`config.mk`:
```
export PLATFORM = sky130hd
export DESIGN_NAME = uart_rx
export DESIGN_NICKNAME = d
export VERILOG_FILES = /design/src/rtl/uart_pkg.sv /design/src/rtl/uart_baud_tick.sv /design/src/rtl/uart_rx.sv
export SDC_FILE = /design/constraint.sdc
export NUM_CORES = 1
export LEC_CHECK = 0
export ABC_CLOCK_PERIOD_IN_PS = 5000
export BUFFER_PORTS_ARGS = -buffer_cell sky130_fd_sc_hd__buf_2
export CORE_UTILIZATION = 25
export CTS_CLUSTER_DIAMETER = 50
export CTS_CLUSTER_SIZE = 16
export DETAILED_ROUTE_END_ITERATION = 8
export SETUP_SLACK_MARGIN = 0.4
export SLEW_MARGIN = 40
export SYNTH_ARGS = -nofsm -noshare
export SYNTH_HDL_FRONTEND = slang
export SYNTH_SLANG_ARGS = --single-unit
export TNS_END_PERCENT = 100
```
`constraint.sdc`:
```
create_clock -name clk -period 5 [get_ports clk]
set_input_delay 1 -clock clk [delete_from_list [all_inputs] [get_ports clk]]
set_output_delay 1 -clock clk [all_outputs]
set_load 0.02 [all_outputs]
```
`src/rtl/uart_pkg.sv`:
```
// Shared UART definitions: receiver state encoding, data width and baud divider helper.
`timescale 1ns/1ps
package uart_pkg;

  localparam int DATA_W = 8;

  typedef enum logic [2:0] {
    IDLE,
    START,
    DATA,
    STOP,
    BREAK
  } rx_state_t;

  // Clocks per oversample tick, truncated, never below 1.
  function automatic int calc_div(input int clk_freq, input int baud, input int os);
    int d;
    d = clk_freq / (baud * os);
    return (d < 1) ? 1 : d;
  endfunction

endpackage

```
`src/rtl/uart_baud_tick.sv`:
```
// Free-running oversample tick generator; tick is high on the wrap cycle of a 0..DIV-1 counter.
`timescale 1ns/1ps
module uart_baud_tick #(
  parameter int DIV = 1
) (
  input  logic clk,
  input  logic rst_n,
  input  logic clear,
  output logic tick
);

  localparam int            CW   = (DIV > 1) ? $clog2(DIV) : 1;
  localparam logic [CW-1:0] LAST = CW'(DIV - 1);

  logic [CW-1:0] r_cnt;

  always_ff @(posedge clk or negedge rst_n) begin
    if (!rst_n) begin
      r_cnt <= '0;
    end else if (clear || (r_cnt == LAST)) begin
      r_cnt <= '0;
    end else begin
      r_cnt <= r_cnt + 1'b1;
    end
  end

  assign tick = (r_cnt == LAST);

endmodule

```
`src/rtl/uart_rx.sv`:
```
// 8N1 UART receiver: oversampled, mid-bit sampling, valid/ready holding register,
// single-cycle framing-error and overrun pulses.
`timescale 1ns/1ps
module uart_rx
  import uart_pkg::*;
#(
  parameter int CLK_FREQ   = 100_000_000,
  parameter int BAUDRATE   = 9600,
  parameter int OVERSAMPLE = 16
) (
  input  logic              clk,
  input  logic              rst_n,
  input  logic              rx,
  output logic [DATA_W-1:0] rx_data,
  output logic              rx_valid,
  input  logic              rx_ready,
  output logic              frame_err,
  output logic              overrun
);

  localparam int     DIV     = calc_div(CLK_FREQ, BAUDRATE, OVERSAMPLE);
  localparam longint NOMINAL = longint'(DIV) * longint'(OVERSAMPLE) * longint'(BAUDRATE);
  localparam longint DIFF    = (longint'(CLK_FREQ) >= NOMINAL) ? longint'(CLK_FREQ) - NOMINAL
                                                               : NOMINAL - longint'(CLK_FREQ);
  localparam int     OSW     = $clog2(OVERSAMPLE);
  localparam logic [OSW-1:0] OS_MID = OSW'(OVERSAMPLE / 2 - 1);
  localparam logic [OSW-1:0] OS_END = OSW'(OVERSAMPLE - 1);

  if ((OVERSAMPLE < 8) || (OVERSAMPLE % 2 != 0)) begin : g_os_err
    $error("uart_rx: OVERSAMPLE must be even and at least 8");
  end
  if (DIFF * 50 >= NOMINAL) begin : g_baud_err
    $error("uart_rx: baud divider truncation error is 2%% or more");
  end

  rx_state_t         r_state, w_state_nxt;
  logic [1:0]        r_sync;
  logic              w_rx_s;
  logic              w_tick;
  logic              w_clear;
  logic [OSW-1:0]    r_os_cnt;
  logic              w_mid, w_end;
  logic [2:0]        r_bit_idx;
  logic [DATA_W-1:0] r_shift;
  logic              w_sample_bit, w_deliver, w_stop_bad;

  assign w_rx_s  = r_sync[1];
  assign w_clear = (r_state == IDLE);
  assign w_mid   = w_tick && (r_os_cnt == OS_MID);
  assign w_end   = w_tick && (r_os_cnt == OS_END);

  uart_baud_tick #(.DIV(DIV)) u_tick (
    .clk   (clk),
    .rst_n (rst_n),
    .clear (w_clear),
    .tick  (w_tick)
  );

  always_ff @(posedge clk or negedge rst_n) begin
    if (!rst_n) begin
      r_sync  <= '1;
      r_state <= IDLE;
    end else begin
      r_sync  <= {r_sync[0], rx};
      r_state <= w_state_nxt;
    end
  end

  always_comb begin
    w_state_nxt  = r_state;
    w_sample_bit = 1'b0;
    w_deliver    = 1'b0;
    w_stop_bad   = 1'b0;
    case (r_state)
      IDLE:  if (!w_rx_s) w_state_nxt = START;
      START: begin
        if (w_mid && w_rx_s) w_state_nxt = IDLE;
        else if (w_end)      w_state_nxt = DATA;
      end
      DATA: begin
        w_sample_bit = w_mid;
        if (w_end && (r_bit_idx == 3'd7)) w_state_nxt = STOP;
      end
      // Leave at the stop-bit midpoint so a shortened stop bit still lets the next frame in.
      STOP: begin
        if (w_mid) begin
          if (w_rx_s) begin
            w_deliver   = 1'b1;
            w_state_nxt = IDLE;
          end else begin
            w_stop_bad  = 1'b1;
            w_state_nxt = BREAK;
          end
        end
      end
      BREAK:   if (w_rx_s) w_state_nxt = IDLE;
      default: w_state_nxt = IDLE;
    endcase
  end

  always_ff @(posedge clk or negedge rst_n) begin
    if (!rst_n) begin
      r_os_cnt  <= '0;
      r_bit_idx <= '0;
      r_shift   <= '0;
    end else begin
      if (r_state == IDLE)  r_os_cnt <= '0;
      else if (w_tick)      r_os_cnt <= (r_os_cnt == OS_END) ? '0 : r_os_cnt + 1'b1;
      if (r_state != DATA)  r_bit_idx <= '0;
      else if (w_end)       r_bit_idx <= r_bit_idx + 3'd1;
      if (w_sample_bit)     r_shift[r_bit_idx] <= w_rx_s;
    end
  end

  always_ff @(posedge clk or negedge rst_n) begin
    if (!rst_n) begin
      rx_data   <= '0;
      rx_valid  <= 1'b0;
      frame_err <= 1'b0;
      overrun   <= 1'b0;
    end else begin
      frame_err <= w_stop_bad;
      overrun   <= w_deliver && rx_valid && !rx_ready;
      if (w_deliver && (!rx_valid || rx_ready)) begin
        rx_data  <= r_shift;
        rx_valid <= 1'b1;
      end else if (rx_valid && rx_ready) begin
        rx_valid <= 1'b0;
      end
    end
  end

endmodule

```
==> flow_summary.yaml <==
cells_and_area:
  n_fill_cell: 751
  layout-drive-gt1-share: 0.243
  num_antenna_cells: 0
  syn2layout_area_growth_pct: 13.0
  nets: 197
  finalInstanceArea_sq_mm: 0.00221
drt:
  first_iter_violations: 29
  via_per_inst: 4.45
  drc: 0
  vias: 1281
  wl_per_cell_microns: 11.7
  final_antenna_net_count: 0
  wl_microns: 3380
  firstDrtPassIters: 4
power_and_ir_drop:
  power_leakage_uw: 0.00100
  p_switching_uw: 121
  power_frac_seq: 0.606
  p_sw_frac: 0.220
  pwr-share-clk: 0.379
  powerDensity_mw_per_mm2: 249
  p_int_uw: 430
  irDropWorstVdd_uv: 163
  combPwrFrac: 0.014
worst_setup_path:
  r2r.worst_path.cells: 4
  timing_worst_setup_path_type: "flop to flop"
  critPathLaunchType: "flop"
  crit_arrival_ps: 2510
  endpoint_kind: "flop"
  cp.required_ps: 5180
  reg2reg_from: "u_tick.r_cnt[5]"
  regToRegSetupSlack_ps: 2670
  r2r_end: "rx_data[2]"
  worstPathMaxFanout: 12
floorplan:
  die_w_microns: 90.6
  ioPinCount: 15
  coreArea_sq_mm: 0.00741
  initial_core_util: 0.265
  rows: 31
  die_area_sq_mm: 0.00820
  die_y_microns: 90.6
hold_path:
  hold_depth: 0
  worstHoldStart: "r_sync[0]"
  hold_path_class: "flop to flop"
  min_to: "r_sync[1]"
grt:
  grt_antenna_before_repair: 0
  grt_use_total: 0.0888
  grt_start_max_net_pins: 42
  grt-ovfl-total: 0
  grt_pass1_wl_microns: 5800
  use_met3: 0.0202
  grt_use_met2: 0.138
  met1_usage: 0.118
  top_usage_layer: "met2"
  grt_pass1_vias: 1210
logic_synthesis:
  yosysTopAreaCell: "dfrtp_1"
  yosysWarnings: 0
  synthCells: 174
  ys_seq_area_frac: 0.525
  synth-seq-cells: 41
  avgSynthCellArea_sq_um: 11.3
  synth_fp_nets: 183
  ys_types: 37
  synth_area_leaders: "dfrtp_1 (50%), mux2_2 (9.2%), nor2_1 (3.6%)"
  syn-cell-area_sq_mm: 0.00196
  synth_top_area_share: 0.498
timing:
  rsz0062_at_grt: "no"
  slew_headroom: 0.637
  tightest_slew_ps: 541
  final.period_utilization: 0.466
  worst_clock_skew_ps: 6.61
  setup-violations-final: 0
  setup_tns_ps: 0
  max_freq_ghz: 0.429
  period_needed_ps: 2330
  finalHoldViolCount: 0
  slew_viol_final: 0
run:
  maxCapViolations: 0
clocking:
  cts_made_buffers: 5
  root_buffer: "clkbuf_8"
  clock_sinks: 41
  cts_setup_buffers: 0
  ctsHoldBuffers: 0
  clk_path_buf_depth: 2
  cts_max_level: 2
  path_clk_slew_ps: 70
  cts_tree: "yes"
  clock_latency_ps: 300
  cts_resized: 0
status:
  outcome: "complete, no violations"
placed_design:
  dp_hpwl_microns: 2390
  io_buffers: 14
  placed_cell_area_sq_mm: 0.00213
  place_congestion: 0.803
[per-stage QoR]
| step | total power [uW] | setup slack [ps] | std cells | utilization | hold slack, ps |
|---|---|---|---|---|---|
| after floorplan | 341 | 2990 | 174 | - | 345 |
| after global placement | 350 | 2720 | 280 | 0.287 | 346 |
| after detailed placement | 350 | 2700 | 280 | 0.287 | 347 |
| after CTS | 564 | 2670 | 288 | 0.299 | 359 |
| after global routing | 575 | 2380 | 288 | 0.299 | 362 |
| final | 552 | 2670 | 288 | 0.299 | 357 |
[registers in the layout (all words and copies together), names as in the netlist]
| name | flops |
|---|---|
| r_state | 3 |
| rx_valid | 1 |
| r_sync | 2 |
| r_bit_idx | 3 |
| r_shift | 8 |
| frame_err | 1 |
| r_os_cnt | 4 |
| rx_data | 8 |
| u_tick.r_cnt | 10 |
| overrun | 1 |
[power groups by stage]
| stage | registers, uW | logic (uW) | clock network (uW) |
|---|---|---|---|
| after floorplan | 340 | 1.55 | 0 |
| after global placement | 341 | 8.46 | 0 |
| after detailed placement | 341 | 8.64 | 0 |
| after CTS | 335 | 8.64 | 221 |
| after global routing | 335 | 9.66 | 230 |
| final | 335 | 7.99 | 209 |
[worst max-delay path by stage]
stage	depth (start not counted)	endpoint	from
5_1_grt	4	rx_data[2]	u_tick.r_cnt[5]
6_report	4	rx_data[2]	u_tick.r_cnt[5]
4_1_cts	4	rx_data[7]	u_tick.r_cnt[5]
2_1_floorplan	4	rx_data[0]	rx_ready
3_5_place_dp	4	rx_data[7]	u_tick.r_cnt[5]
3_3_place_gp	4	rx_data[5]	u_tick.r_cnt[5]
[metal layers]
layer | wire, microns | vias to the layer above
met1 | 1650 | 614
met4 | 57 | 0
met3 | 107 | 6
met5 | 0 | -
met2 | 1560 | 21
li1 | - | 640
[cell type report]
class                      count  area [sq um]  share of cell area
clock buffer                   5          68.8              0.0311
clock inverter                 3          17.5             0.00791
inverter                       2          7.51             0.00339
multi-input combinational    124           896               0.405
sequential                    41          1030               0.464
tap                           99           124              0.0559
timing repair buffer          14          72.6              0.0328
[critical path, stage by stage (launching register included)]
cell	delay, ps
dfrtp_1	430
nor4b_1	400
nand3_1	470
nor3_4	540
mux2_2	380
[synthesized netlist by cell type (all sizes together)]
cell type and instances:
dfrtp 39, nor2 19, mux2 16, nand2 13, nor3 10, nand3 8, xnor2 7, clkbuf 5
ha 5, a21oi 4, nand2b 4, nand4 4, nor2b 4, nor4 4, mux2i 3, nor4b 3
o21ai 3, xor2 3, a31oi 2, buf 2, dfstp 2, inv 2, a21boi 1, a21o 1
and3b 1, and4 1, and4bb 1, nand3b 1, nand4b 1, nand4bb 1, nor3b 1, o31ai 1
or3 1, or4b 1
[placed cells by master (no fill, tap or decap), types with 2 or more instances in the layout]
cell      instances
buf_2            13
o21ai_0           3
a21oi_1           4
dfstp_2           2
nor2b_1           4
nand2_1          13
nand2b_1          4
ha_1              5
nand3_1           8
nor4_1            3
nor3_1            8
nand4_1           4
dfrtp_1          39
a31oi_1           2
xor2_1            3
clkbuf_8          5
mux2i_1           3
mux2_2           16
xnor2_1           7
nor3_4            2
clkinv_2          2
nor2_1           19
inv_1             2
nor4b_1           2
[cell families (layout without fill, tap and decap cells)]
family,count (synthesis),after routing,share of synthesized area
buffers and inverters,9,24,0.0185
AND/OR/NAND/NOR,78,78,0.237
flip-flops,41,41,0.525
XOR/XNOR,10,10,0.0447
AO/OA/AOI/OAI,12,12,0.0357
multiplexers,19,19,0.107
adder cells (fa/ha/maj),5,5,0.0319
(Power assumes the default switching activity.)
